## src/rtl/mem_arbiter.sv

```systemverilog
// Arbitrates the tagged unified memory port between instruction fetch and the LSU, tracking tag owners.
// Optional IF anti-starvation counter is enabled by defining MEM_ARB_FAIRNESS_EN.
module mem_arbiter #(
    parameter int XLEN         = 32,
    parameter int STARVE_LIMIT = 4
) (
    input  logic            clock,
    input  logic            reset,
    input  logic            if_req,
    input  logic [XLEN-1:0] if_addr,
    input  logic            if_flush,
    input  logic            lsu_req,
    input  logic [1:0]      lsu_cmd,
    input  logic [XLEN-1:0] lsu_addr,
    input  logic [63:0]     lsu_wdata,
    input  logic [3:0]      mem2proc_response,
    input  logic [63:0]     mem2proc_data,
    input  logic [3:0]      mem2proc_tag,
    output logic [1:0]      proc2mem_command,
    output logic [XLEN-1:0] proc2mem_addr,
    output logic [63:0]     proc2mem_data,
    output logic            if_gnt,
    output logic            lsu_gnt,
    output logic            if_rsp_valid,
    output logic [63:0]     if_rsp_data,
    output logic            lsu_rsp_valid,
    output logic [63:0]     lsu_rsp_data
);

    localparam logic [1:0] BUS_NONE  = 2'd0;
    localparam logic [1:0] BUS_LOAD  = 2'd1;
    localparam logic [1:0] BUS_STORE = 2'd2;

    if (STARVE_LIMIT < 1 || STARVE_LIMIT > 7) begin : g_bad_starve_limit
        $error("mem_arbiter: STARVE_LIMIT must fit the 3-bit starvation counter (1..7)");
    end

    // Tag table, one bit per tag; index 0 is never allocated.
    logic [15:0] tag_valid_q, tag_valid_d;
    logic [15:0] tag_lsu_q,   tag_lsu_d;
    logic [15:0] tag_dead_q,  tag_dead_d;

    logic if_force;
    logic sel_lsu;
    logic sel_if;
    logic accept;
    logic alloc;
    logic rsp_hit;
    logic unused_if_addr_lsbs;

    assign unused_if_addr_lsbs = ^if_addr[2:0];

`ifdef MEM_ARB_FAIRNESS_EN
    localparam logic [2:0] STARVE_MAX = 3'(STARVE_LIMIT);

    logic [2:0] starve_cnt_q, starve_cnt_d;

    always_comb begin
        starve_cnt_d = starve_cnt_q;
        if (!if_req || if_gnt) begin
            starve_cnt_d = 3'd0;
        end else if (lsu_gnt) begin
            starve_cnt_d = starve_cnt_q + 3'd1;
        end
    end

    assign if_force = if_req && (starve_cnt_q == STARVE_MAX);

    always_ff @(posedge clock or negedge reset) begin
        if (!reset) begin
            starve_cnt_q <= 3'd0;
        end else begin
            starve_cnt_q <= starve_cnt_d;
        end
    end
`else
    assign if_force = 1'b0;
`endif

    always_comb begin
        sel_lsu = lsu_req && (lsu_cmd != BUS_NONE) && !if_force;
        sel_if  = if_req && !sel_lsu;
        accept  = (mem2proc_response != 4'd0);
        rsp_hit = (mem2proc_tag != 4'd0) && tag_valid_q[mem2proc_tag] && !tag_dead_q[mem2proc_tag];
    end

    // Bus drive, grants and response routing; everything is forced quiet while reset is held.
    always_comb begin
        proc2mem_command = BUS_NONE;
        proc2mem_addr    = '0;
        proc2mem_data    = 64'd0;
        if_gnt           = 1'b0;
        lsu_gnt          = 1'b0;
        if_rsp_valid     = 1'b0;
        if_rsp_data      = 64'd0;
        lsu_rsp_valid    = 1'b0;
        lsu_rsp_data     = 64'd0;
        if (reset) begin
            if (sel_lsu) begin
                proc2mem_command = lsu_cmd;
                proc2mem_addr    = lsu_addr;
                if (lsu_cmd == BUS_STORE) begin
                    proc2mem_data = lsu_wdata;
                end
                lsu_gnt = accept;
            end else if (sel_if) begin
                proc2mem_command = BUS_LOAD;
                proc2mem_addr    = {if_addr[XLEN-1:3], 3'b000};
                if_gnt           = accept;
            end

            if (rsp_hit) begin
                if (tag_lsu_q[mem2proc_tag]) begin
                    lsu_rsp_valid = 1'b1;
                    lsu_rsp_data  = mem2proc_data;
                end else if (!if_flush) begin
                    if_rsp_valid = 1'b1;
                    if_rsp_data  = mem2proc_data;
                end
            end
        end
    end

    // Free, then allocate (allocation wins on a tag clash), then kill IF entries on flush.
    always_comb begin
        tag_valid_d = tag_valid_q;
        tag_lsu_d   = tag_lsu_q;
        tag_dead_d  = tag_dead_q;
        alloc       = if_gnt || (lsu_gnt && (lsu_cmd == BUS_LOAD));

        if ((mem2proc_tag != 4'd0) && tag_valid_q[mem2proc_tag]) begin
            tag_valid_d[mem2proc_tag] = 1'b0;
            tag_dead_d[mem2proc_tag]  = 1'b0;
        end

        if (alloc) begin
            tag_valid_d[mem2proc_response] = 1'b1;
            tag_lsu_d[mem2proc_response]   = lsu_gnt;
            tag_dead_d[mem2proc_response]  = 1'b0;
        end

        if (if_flush) begin
            tag_dead_d = tag_dead_d | (tag_valid_d & ~tag_lsu_d);
        end
    end

    always_ff @(posedge clock or negedge reset) begin
        if (!reset) begin
            tag_valid_q <= 16'd0;
            tag_lsu_q   <= 16'd0;
            tag_dead_q  <= 16'd0;
        end else begin
            tag_valid_q <= tag_valid_d;
            tag_lsu_q   <= tag_lsu_d;
            tag_dead_q  <= tag_dead_d;
        end
    end

endmodule

```

## config.mk

```make
export PLATFORM = sky130hd
export DESIGN_NAME = mem_arbiter
export DESIGN_NICKNAME = d
export VERILOG_FILES = /design/src/rtl/mem_arbiter.sv
export SDC_FILE = /design/constraint.sdc
export NUM_CORES = 1
export LEC_CHECK = 0
export CAP_MARGIN = 20
export CORE_AREA = 10 10 162 164
export CTS_CLUSTER_SIZE = 20
export DETAILED_ROUTE_END_ITERATION = 10
export DIE_AREA = 0 0 172 174
export PLACE_DENSITY = 0.54
export SKIP_CTS_REPAIR_TIMING = 1
export SLEW_MARGIN = 20
export SYNTH_ARGS = -nofsm -noshare
export SYNTH_HDL_FRONTEND = slang
export SYNTH_SLANG_ARGS = --single-unit
```

## constraint.sdc

```tcl
create_clock -name clock -period 3.1 [get_ports clock]
set_input_delay 0.62 -clock clock [delete_from_list [all_inputs] [get_ports clock]]
set_output_delay 0.62 -clock clock [all_outputs]
set_load 0.03 [all_outputs]
```

==> impl_results.md <==
- Synth-to-layout area growth: 132%
- Worst Path Max Fanout: 6
- Combinational power share: 46.4%
- Row count: 56
- Period minus WS final: between 3000 and 4000 ps
- Die height: 174 um
- Max-slew violation count: 0
- Setup Total Neg Slack: -28170 ps
- Via/cell ratio: 4.47
- Initial Utilization: 18.4%
- # setup viols final: 130
- Routability cong.: 0.858
- RSZ-0062 raised after global routing: true
- IO Pins: 437
- Dpl hpwl: around 25 mm
- Depth of the worst hold-timing path: 0
- GR Overflow Total: 0
- Share of cells above drive strength 1: 39.3%
- Crit-path cells: buf_6, buf_8, mux4_2, a22oi_1, nand3_2, a2111oi_4, clkbuf_16, buf_12, clkbuf_16, and2_4, buf_6
- Number of fill cells: between 2000 and 2500
- Most common cell after layout, fill and taps aside: clkdlybuf4s50_1
- Buffers on Ports: 433
- Synth cell types: 40
- Clk slew on worst S/H paths: about 70 ps
- Critical path required time: about 2500 ps
- DRC viols: 0
- Post-synth ARST share: 100%
- Total chip power: 3.00 mW
- Most frequent cells in the layout: clkdlybuf4s50_1, buf_4, and2_1, and3_1, buf_6
- Arrival time at the worst endpoint: 2780 ps
- Status: complete, but fails checks
- Fin util: 42.6%
- Initial antenna violation count: 8
- Int Pwr: between 1.5 and 2 mW
- Crit Path Class: input port to primary output
- Power per cell area: 305 mW/mm2
- Top cell type's share of synthesized area: 27.7%
- # Max-Cap Violations: 0
- Clk buf depth: 2
- Startpoint class of the critical path: input port
- NetSw: 1.04 mW
- Synthesized Nets: 750
- First DRT Iteration DRCs: 334
- Critical path's slowest cell: mux4_2
- Full die area: 0.0299 mm2
- Die X: 172 um
- Sink Count: 47
- Root buf cell: clkbuf_16
- First-pass DRT Iterations: 4
- Prevailing post-synth register cell: dfrtp_1
- CP bufs+invs: 6
- Area of the mapped netlist: 0.00425 mm2
- Final ANT Viol Nets: 0
- CP max stage delay: 490 ps
- Register area share after synthesis: 27.7%
- Vias post-DR: 5762
- WL/cell: 22.5 um
- #FFs+latches synth: 47
- Maximum vdd ir drop: 0.212 mV
- Fin nets: 1199
- Area of the multi-input gates: 0.00302 mm2
- Max Clock Freq: 294 MHz
- Core Region: 0.0231 mm2
- Seq pwr share: 29.9%
- Relative slew slack: 65.5%
- Vias in the first global route: 5879
- TritonCTS Buffers: 5
- Post-synth EDFFs: 0
- Leak pwr: 4.74 nW
- Area leader, netlist: dfrtp_1
- Gr usage total: 17.4%
- Area contributors post-synth: dfrtp_1, and2_1, and3_1
- Tcrit/Tclk final: 110%
- Clock power frac: 23.7%
- Least-Margin Pin Slew: roughly 520 ps
- First-pass GRT wire length: around 40 mm
- Clock insertion delay at the later pin of the skew report: 300 ps
- YS warnings: 0
- Critical path depth: 11
- Final WL: ~29 mm
- Largest net degree at the start of global routing: 66
- CTS tree: yes
- Sw frac: 34.5%
- Delay-heaviest family, CP: buffers and inverters
- Skew final: roughly 7.9 ps
- Worst min path class: register to register
- Critical Path End Type: primary output
- Min setup slack post-route: -299 ps
- Syn avg cell area: 7.83 um2
- Syn Inst Count: between 500 and 600
- Pre-CTS setup slack: -721 ps
- Storage element area: 0.00118 mm2
- R2r worst-path depth: 5
- Failing checks: setup timing
- Htree depth: 2
- Final Hold Fails: 0
[layer usage]
| metal | global-route usage (%) | wire, um | up-vias |
|---|---|---|---|
| met4 | 5.93 | 1010 | 0 |
| li1 | - | - | 2799 |
| met5 | 0 | 0 | - |
| met2 | 32.5 | 15000 | 331 |
| met1 | 16.5 | 9730 | 2591 |
| met3 | 7.16 | 3160 | 41 |
[per-stage QoR]
| step | area, um2 | cells | hold slack [ps] |
|---|---|---|---|
| 2_1_floorplan | 4320 | 543 | 324 |
| 3_3_place_gp | 9090 | 1258 | 379 |
| 3_5_place_dp | 9090 | 1258 | 375 |
| 4_1_cts | 9280 | 1266 | 397 |
| 5_1_grt | 9840 | 1288 | 406 |
| 6_report | 9840 | 1288 | 394 |
[synthesized netlist by cell type, types with 2 or more instances]
library cell,number
and2_1,134
and3_1,67
dfrtp_1,47
nand2_1,35
a22o_1,33
clkbuf_1,33
nor2_1,29
o21ai_0,25
a31oi_1,16
nand3_1,15
inv_1,13
a21oi_1,10
nor2b_1,10
a21o_1,8
buf_2,7
buf_4,7
mux4_2,7
mux2_2,5
nand2b_1,5
o211ai_1,5
mux2i_1,4
a22oi_1,3
nand3b_1,3
buf_1,2
nand4_1,2
nand4b_1,2
o31ai_1,2
or3b_2,2
[cell families (layout without fill, tap and decap cells)]
group | count (synthesis) | count (layout) | share of synthesized area [%]
and+or+nand+nor | 310 | 310 | 42.0
AOI/OAI and AO/OA | 108 | 108 | 18.1
buffers and inverters | 62 | 512 | 6.30
DFF | 47 | 47 | 27.7
muxes | 16 | 16 | 5.98
other | 0 | 5 | 0
[worst paths after layout]
kind | start | end | slack (ps)
min reg2reg | tag_valid_q[0]$_DFF_PN0_ | tag_valid_q[0]$_DFF_PN0_ | 390
min | tag_valid_q[0]$_DFF_PN0_ | tag_valid_q[0]$_DFF_PN0_ | 390
min in group asynchronous | reset | tag_lsu_q[14]$_DFF_PN0_ | 460
max reg2reg | tag_valid_q[1]$_DFF_PN0_ | tag_dead_q[10]$_DFF_PN0_ | 1670
max in group asynchronous | reset | tag_lsu_q[0]$_DFF_PN0_ | 2170
max | mem2proc_tag[0] | if_rsp_data[3] | -300
[final cells by class]
type                    instances  share of cell area [%]
diodes                          5                   0.127
clock buffers                   6                    1.31
clock inverters                 2                   0.610
inverters                      13                   0.496
multi-input cells             434                    30.7
flip-flops and latches         47                    12.0
well taps                     290                    3.69
repair buffers                491                    51.1
[registers in the layout (all words and copies together) (netlist names)]
register / cells
tag_lsu_q: 16
tag_valid_q: 16
tag_dead_q: 15
[power groups by stage]
stage | Clock (mW) | Sequential (mW) | Combinational, mW
final | 0.712 | 0.897 | 1.39
after global routing | 0.740 | 0.917 | 1.49
after CTS | 0.720 | 0.893 | 1.32
after detailed placement | 0 | 0.903 | 1.32
after global placement | 0 | 0.904 | 1.31
after floorplan | 0 | 0.851 | 0.675
Power figures use the tool's default switching activity.
